**src/rtl/hall_call_manager.sv**
```systemverilog
`default_nettype none
// ============================================================================
// hall_call_manager: latches hall calls, lights acknowledge lamps, offers
// pending calls to the dispatcher. Optional macro: HALL_CALL_REDISPATCH_EN.
// Revision: 1.0
// ============================================================================
module hall_call_manager #(
  parameter int NUM_FLOORS        = 7,
  parameter int FLOOR_W           = 3,
  parameter int REDISPATCH_CYCLES = 1024
) (
  input  logic                  clk,
  input  logic                  reset,
  input  logic [NUM_FLOORS-1:0] hall_req_up,
  input  logic [NUM_FLOORS-1:0] hall_req_down,
  output logic [NUM_FLOORS-1:0] lamp_up,
  output logic [NUM_FLOORS-1:0] lamp_down,
  output logic                  dispatch_valid,
  output logic [FLOOR_W-1:0]    dispatch_floor,
  output logic                  dispatch_up_ndown,
  input  logic                  dispatch_ready,
  input  logic                  car_arrived,
  input  logic [FLOOR_W-1:0]    car_floor,
  input  logic                  car_dir_up_ndown
);

  localparam int NSLOT  = 2 * NUM_FLOORS;
  localparam int SLOT_W = $clog2(NSLOT);

  localparam logic [0:0] S_SEARCH = 1'b0;
  localparam logic [0:0] S_OFFER  = 1'b1;

  logic [NSLOT-1:0]   pending_q, pending_d;
  logic [NSLOT-1:0]   disp_q, disp_d;
  logic [SLOT_W-1:0]  ptr_q, ptr_d;
  logic [SLOT_W-1:0]  off_slot_q, off_slot_d;
  logic [0:0]         state_q, state_d;
  logic               valid_q, valid_d;
  logic [FLOOR_W-1:0] floor_q, floor_d;
  logic               dir_q, dir_d;

  logic [NSLOT-1:0]   w_slot_ok, w_set, w_clr, w_elig;
  logic               w_hs, w_found, w_redisp_wrap;
  logic [SLOT_W-1:0]  w_sel;
  logic [SLOT_W:0]    w_idx;

  if ((1 << FLOOR_W) < NUM_FLOORS || REDISPATCH_CYCLES < 2) begin : g_cfg_check
    $error("hall_call_manager: invalid parameter combination");
  end

  // Slot 2f+1 is up at floor f, slot 2f is down; top-up and bottom-down never exist.
  for (genvar f = 0; f < NUM_FLOORS; f++) begin : g_slot
    assign w_slot_ok[2*f+1] = (f < NUM_FLOORS - 1);
    assign w_slot_ok[2*f]   = (f > 0);
    assign w_set[2*f+1]     = hall_req_up[f];
    assign w_set[2*f]       = hall_req_down[f];
    assign w_clr[2*f+1]     = car_arrived && (car_floor == FLOOR_W'(f)) && car_dir_up_ndown;
    assign w_clr[2*f]       = car_arrived && (car_floor == FLOOR_W'(f)) && !car_dir_up_ndown;
    assign lamp_up[f]       = pending_q[2*f+1];
    assign lamp_down[f]     = pending_q[2*f];
  end

`ifdef HALL_CALL_REDISPATCH_EN
  localparam int CNT_W = $clog2(REDISPATCH_CYCLES);
  logic [CNT_W-1:0] cnt_q;

  assign w_redisp_wrap = (cnt_q == CNT_W'(REDISPATCH_CYCLES - 1));

  always_ff @(posedge clk) begin
    if (reset || w_redisp_wrap) cnt_q <= '0;
    else                        cnt_q <= cnt_q + 1'b1;
  end
`else
  assign w_redisp_wrap = 1'b0;
`endif

  assign w_hs      = valid_q && dispatch_ready;
  assign w_elig    = pending_q & ~disp_q & ~w_clr;
  assign pending_d = (pending_q | (w_set & w_slot_ok)) & ~w_clr;

  // Round-robin scan starting at the pointer; first eligible slot wins.
  always_comb begin
    w_found = 1'b0;
    w_sel   = '0;
    w_idx   = '0;
    for (int i = 0; i < NSLOT; i++) begin
      w_idx = {1'b0, ptr_q} + (SLOT_W+1)'(i);
      if (w_idx >= (SLOT_W+1)'(NSLOT)) w_idx = w_idx - (SLOT_W+1)'(NSLOT);
      if (!w_found && w_elig[w_idx[SLOT_W-1:0]]) begin
        w_found = 1'b1;
        w_sel   = w_idx[SLOT_W-1:0];
      end
    end
  end

  always_comb begin
    disp_d = disp_q;
    if (w_redisp_wrap) disp_d = disp_d & ~pending_q;
    if (w_hs)          disp_d[off_slot_q] = 1'b1;
    disp_d = disp_d & ~w_clr;
  end

  always_comb begin
    state_d    = state_q;
    valid_d    = valid_q;
    floor_d    = floor_q;
    dir_d      = dir_q;
    off_slot_d = off_slot_q;
    ptr_d      = ptr_q;
    case (state_q)
      S_SEARCH: begin
        if (w_found) begin
          state_d    = S_OFFER;
          valid_d    = 1'b1;
          floor_d    = FLOOR_W'(w_sel >> 1);
          dir_d      = w_sel[0];
          off_slot_d = w_sel;
        end
      end
      S_OFFER: begin
        if (w_hs) begin
          state_d = S_SEARCH;
          valid_d = 1'b0;
          ptr_d   = (off_slot_q == SLOT_W'(NSLOT - 1)) ? '0 : off_slot_q + 1'b1;
        end else if (w_clr[off_slot_q]) begin
          // Call served by a car before the dispatcher took it: withdraw.
          state_d = S_SEARCH;
          valid_d = 1'b0;
        end
      end
      default: state_d = S_SEARCH;
    endcase
  end

  always_ff @(posedge clk) begin
    if (reset) begin
      pending_q  <= '0;
      disp_q     <= '0;
      ptr_q      <= '0;
      off_slot_q <= '0;
      state_q    <= S_SEARCH;
      valid_q    <= 1'b0;
      floor_q    <= '0;
      dir_q      <= 1'b0;
    end else begin
      pending_q  <= pending_d;
      disp_q     <= disp_d;
      ptr_q      <= ptr_d;
      off_slot_q <= off_slot_d;
      state_q    <= state_d;
      valid_q    <= valid_d;
      floor_q    <= floor_d;
      dir_q      <= dir_d;
    end
  end

  assign dispatch_valid    = valid_q;
  assign dispatch_floor    = floor_q;
  assign dispatch_up_ndown = dir_q;

endmodule
`default_nettype wire

```
**config.mk**
```make
export PLATFORM = sky130hd
export DESIGN_NAME = hall_call_manager
export DESIGN_NICKNAME = d
export VERILOG_FILES = /design/src/rtl/hall_call_manager.sv
export SDC_FILE = /design/constraint.sdc
export NUM_CORES = 1
export LEC_CHECK = 0
export CAP_MARGIN = 20
export CORE_ASPECT_RATIO = 0.7
export CORE_MARGIN = 2
export CORE_UTILIZATION = 61
export DETAILED_ROUTE_END_ITERATION = 10
export GPL_TIMING_DRIVEN = 0
export PLACE_DENSITY = 0.89
export SYNTH_ARGS = -nofsm -noshare
export SYNTH_HDL_FRONTEND = slang
export SYNTH_SLANG_ARGS = --single-unit
```
**constraint.sdc**
```tcl
create_clock -name clk -period 5.2 [get_ports clk]
set_input_delay 1.56 -clock clk [delete_from_list [all_inputs] [get_ports clk]]
set_output_delay 1.56 -clock clk [all_outputs]
set_load 0.01 [all_outputs]
```
==> summary.md <==
| Metric | Value |
|---|---|
| Setup WS pre-CTS | -399 ps |
| Syn nets | 750 |
| Global placement routability congestion | 1.06 |
| Final wirelength | 21200 µm |
| HPWL after DPL | 15900 µm |
| GR Layer Usage met3 | 0.167 |
| Final period utilization | 0.990 |
| DR vias | 6451 |
| Core Area | 8550 µm² |
| PnR Total Power | 1.65 mW |
| RR Endpoint | off_slot_q[0] |
| FF-to-FF setup slack | 140 ps |
| Startpoint types | input pin |
| Post-synth cell types | 101 |
| I/O Buffers | 38 |
| Largest net degree at the start of global routing | 13 |
| Placed Area | 5950 µm² |
| FP Rows | 28 |
| Top FF cell, synth | dfxtp_1 |
| Worst EP arrival | 5300 ps |
| Die Span X | 117 µm |
| Pwr/cell area | 258 nW/µm² |
| Setup_tns | 0 ps |
| Post-Layout Cell Count | 883 |
| Least-Margin Pin Slew | 1060 ps |
| Total CTS buffers | 5 |
| Full die area | 9670 µm² |
| Clock latency on the worst-skew pair | 290 ps |
| Gr ovfl total | 0 |
| Final Skew | 4.98 ps |
| Final Hold Viols | 0 |
| Async SR Flop Fraction | 0 |
| Final instance area | 6380 µm² |
| Min-delay worst type | flip-flop to flip-flop |
| Pre-antenna DRT Iters | 6 |
| CTS tree | yes |
| Vias/cell | 7.31 |
| Leakage | 2.47 nW |
| Starting Density | 0.634 |
| Max Root-Sink Buffers | 2 |
| Worst r2r path cells | 16 |
| GRT Util Overall | 0.418 |
| Final design utilization | 0.746 |
| Post-Syn Instances | 706 |
| RSZ-0062 raised after global routing | true |
| Synthesis-stage register bit count | 38 |
| Syn avg cell area | 7.68 µm² |
| Worst endpoint required time | 5350 ps |
| Crit end category | flip-flop |
| WHS | 494 ps |
| First-pass GRT wire length | 31400 µm |
| Commonest non-fill, non-tap cell in the layout | nor2_1 |
| Share of cells above drive strength 1 | 0.153 |
| Vias in the first global route | 5760 |
| Post-synth EDFFs | 0 |
| Crit path launch | car_floor[0] |
| I/O pins | 41 |
| Hold_buf cts | 0 |
| Seq/Total Area, Yosys | 0.140 |
| Nets | 806 |
| H-tree Lvls | 2 |
| GR peak layer | met1 |
| Antenna viol nets, final | 0 |
| Antenna Cells | 0 |
| # setup viols final | 0 |
| Worst-path clk slew | 60 ps |
| Clock Tree Root | clkbuf_16 |
| Syn Std Cell Area | 5420 µm² |
| Initial antenna violation count | 0 |
| Routed length per placed instance | 24.0 µm |
| Yosys warning count | 0 |
| Hold Crit Start | pending_q[13] |
| Synthesis-to-finish area growth | 17.7% |
| Pins Over Slew Limit | 0 |
| Setup WS post-layout | 51.9 ps |
| Clock sink count | 38 |
| Met2 global-route usage | 0.553 |
| Hold Path Sink | pending_q[13] |
| CP max FO | 10 |
| GR Layer Usage met1 | 0.630 |
| IR drop worst, VDD | 239 µV |
| Hold Path Stages | 1 |
| Max_cap viols | 0 |
| DRC | 0 |
| Status | complete, no violations |
| Max-slew headroom | 0.284 |
| Placed Cells incl. Taps | 864 |
| Die H | 82.9 µm |
| Most frequent cells in the layout | nor2_1, nor3_1, nand2_1 |
| Fin crit period | 5150 ps |
| Max Fclk | 194 MHz |
| Crit Path Class | input pin to flip-flop |
| DR iter-0 viols | 1190 |
| RR Startpoint | ptr_q[1] |
-- how the worst max path moves through the flow --
stage,endpoint
5_1_grt,off_slot_q[0]
6_report,off_slot_q[0]
2_1_floorplan,off_slot_q[0]
3_5_place_dp,off_slot_q[0]
4_1_cts,off_slot_q[0]
3_3_place_gp,off_slot_q[0]
-- cell families after synthesis --
group | after synthesis | share of synthesized area
buffers and inverters | 66 | 0.0575
AO/OA/AOI/OAI | 214 | 0.303
multiplexers | 52 | 0.111
XOR/XNOR | 20 | 0.0413
AND/OR/NAND/NOR | 294 | 0.295
adder cells (fa/ha/maj) | 22 | 0.0522
flip-flops | 38 | 0.140
-- timing repair --
| item | 4_1_cts | 5_1_grt |
|---|---|---|
| buffers inserted | 0 | 11 |
| setup endpoints to repair | 2 | 6 |
| pin swaps | 0 | 15 |
| endpoints found under the hold margin | 0 | 0 |
| resized for setup | 3 | 37 |
-- flip-flops by register name, indices dropped and copies added (netlist names) --
name            cells
disp_q             14
ptr_q               4
state_q             1
off_slot_q          4
dispatch_valid      1
pending_q          14
-- synthesized netlist by cell type, types with 13 or more instances --
cell type  number  area, µm²
nor2_1         75        282
nor3_1         46        230
nand2_1        41        154
a21oi_1        40        200
dfxtp_1        38        761
mux2i_1        35        350
inv_1          26       97.6
ha_1           21        263
o21ai_0        21        105
nor2b_1        19        119
a211oi_1       17        128
nand2b_1       16        100
nand3_1        16       80.1
o211ai_1       15        113
xnor2_1        13        114
-- layout make-up --
cell class	instances	area [µm²]
multi-input combinational	602	4530
clock buffer	7	143
sequential	38	761
clock inverter	1	5.00
timing repair buffer	49	465
fill	657	2170
buffer	35	209
inverter	31	120
tap	120	150
-- metal layers --
metal / vias to the layer above / part of all wire
li1: 2794 / -
met2: 600 / 0.39
met4: 0 / 0.022
met1: 2983 / 0.41
met3: 74 / 0.18
met5: - / 0
-- worst max-delay path, cell delays in order --
cell and delay [ps]:
clkdlybuf4s50_1 550, clkbuf_4 230, nor3b_1 80, a2111oi_2 590, or2_1 240, nor2_1 70
o311ai_1 560, a21oi_2 190, o211ai_4 210, nor4b_4 130, or4_1 540, nor3_1 250
o41ai_2 110
-- power by group --
group / leakage [nW] / total, mW / switching, mW / internal [mW]
clock network: 0.0739 / 0.318 / 0.128 / 0.190
registers: 0.312 / 0.341 / 0.0271 / 0.314
logic: 2.09 / 0.989 / 0.621 / 0.368
total: 2.47 / 1.65 / 0.776 / 0.872
No activity file was read; power rests on OpenSTA's default activity.
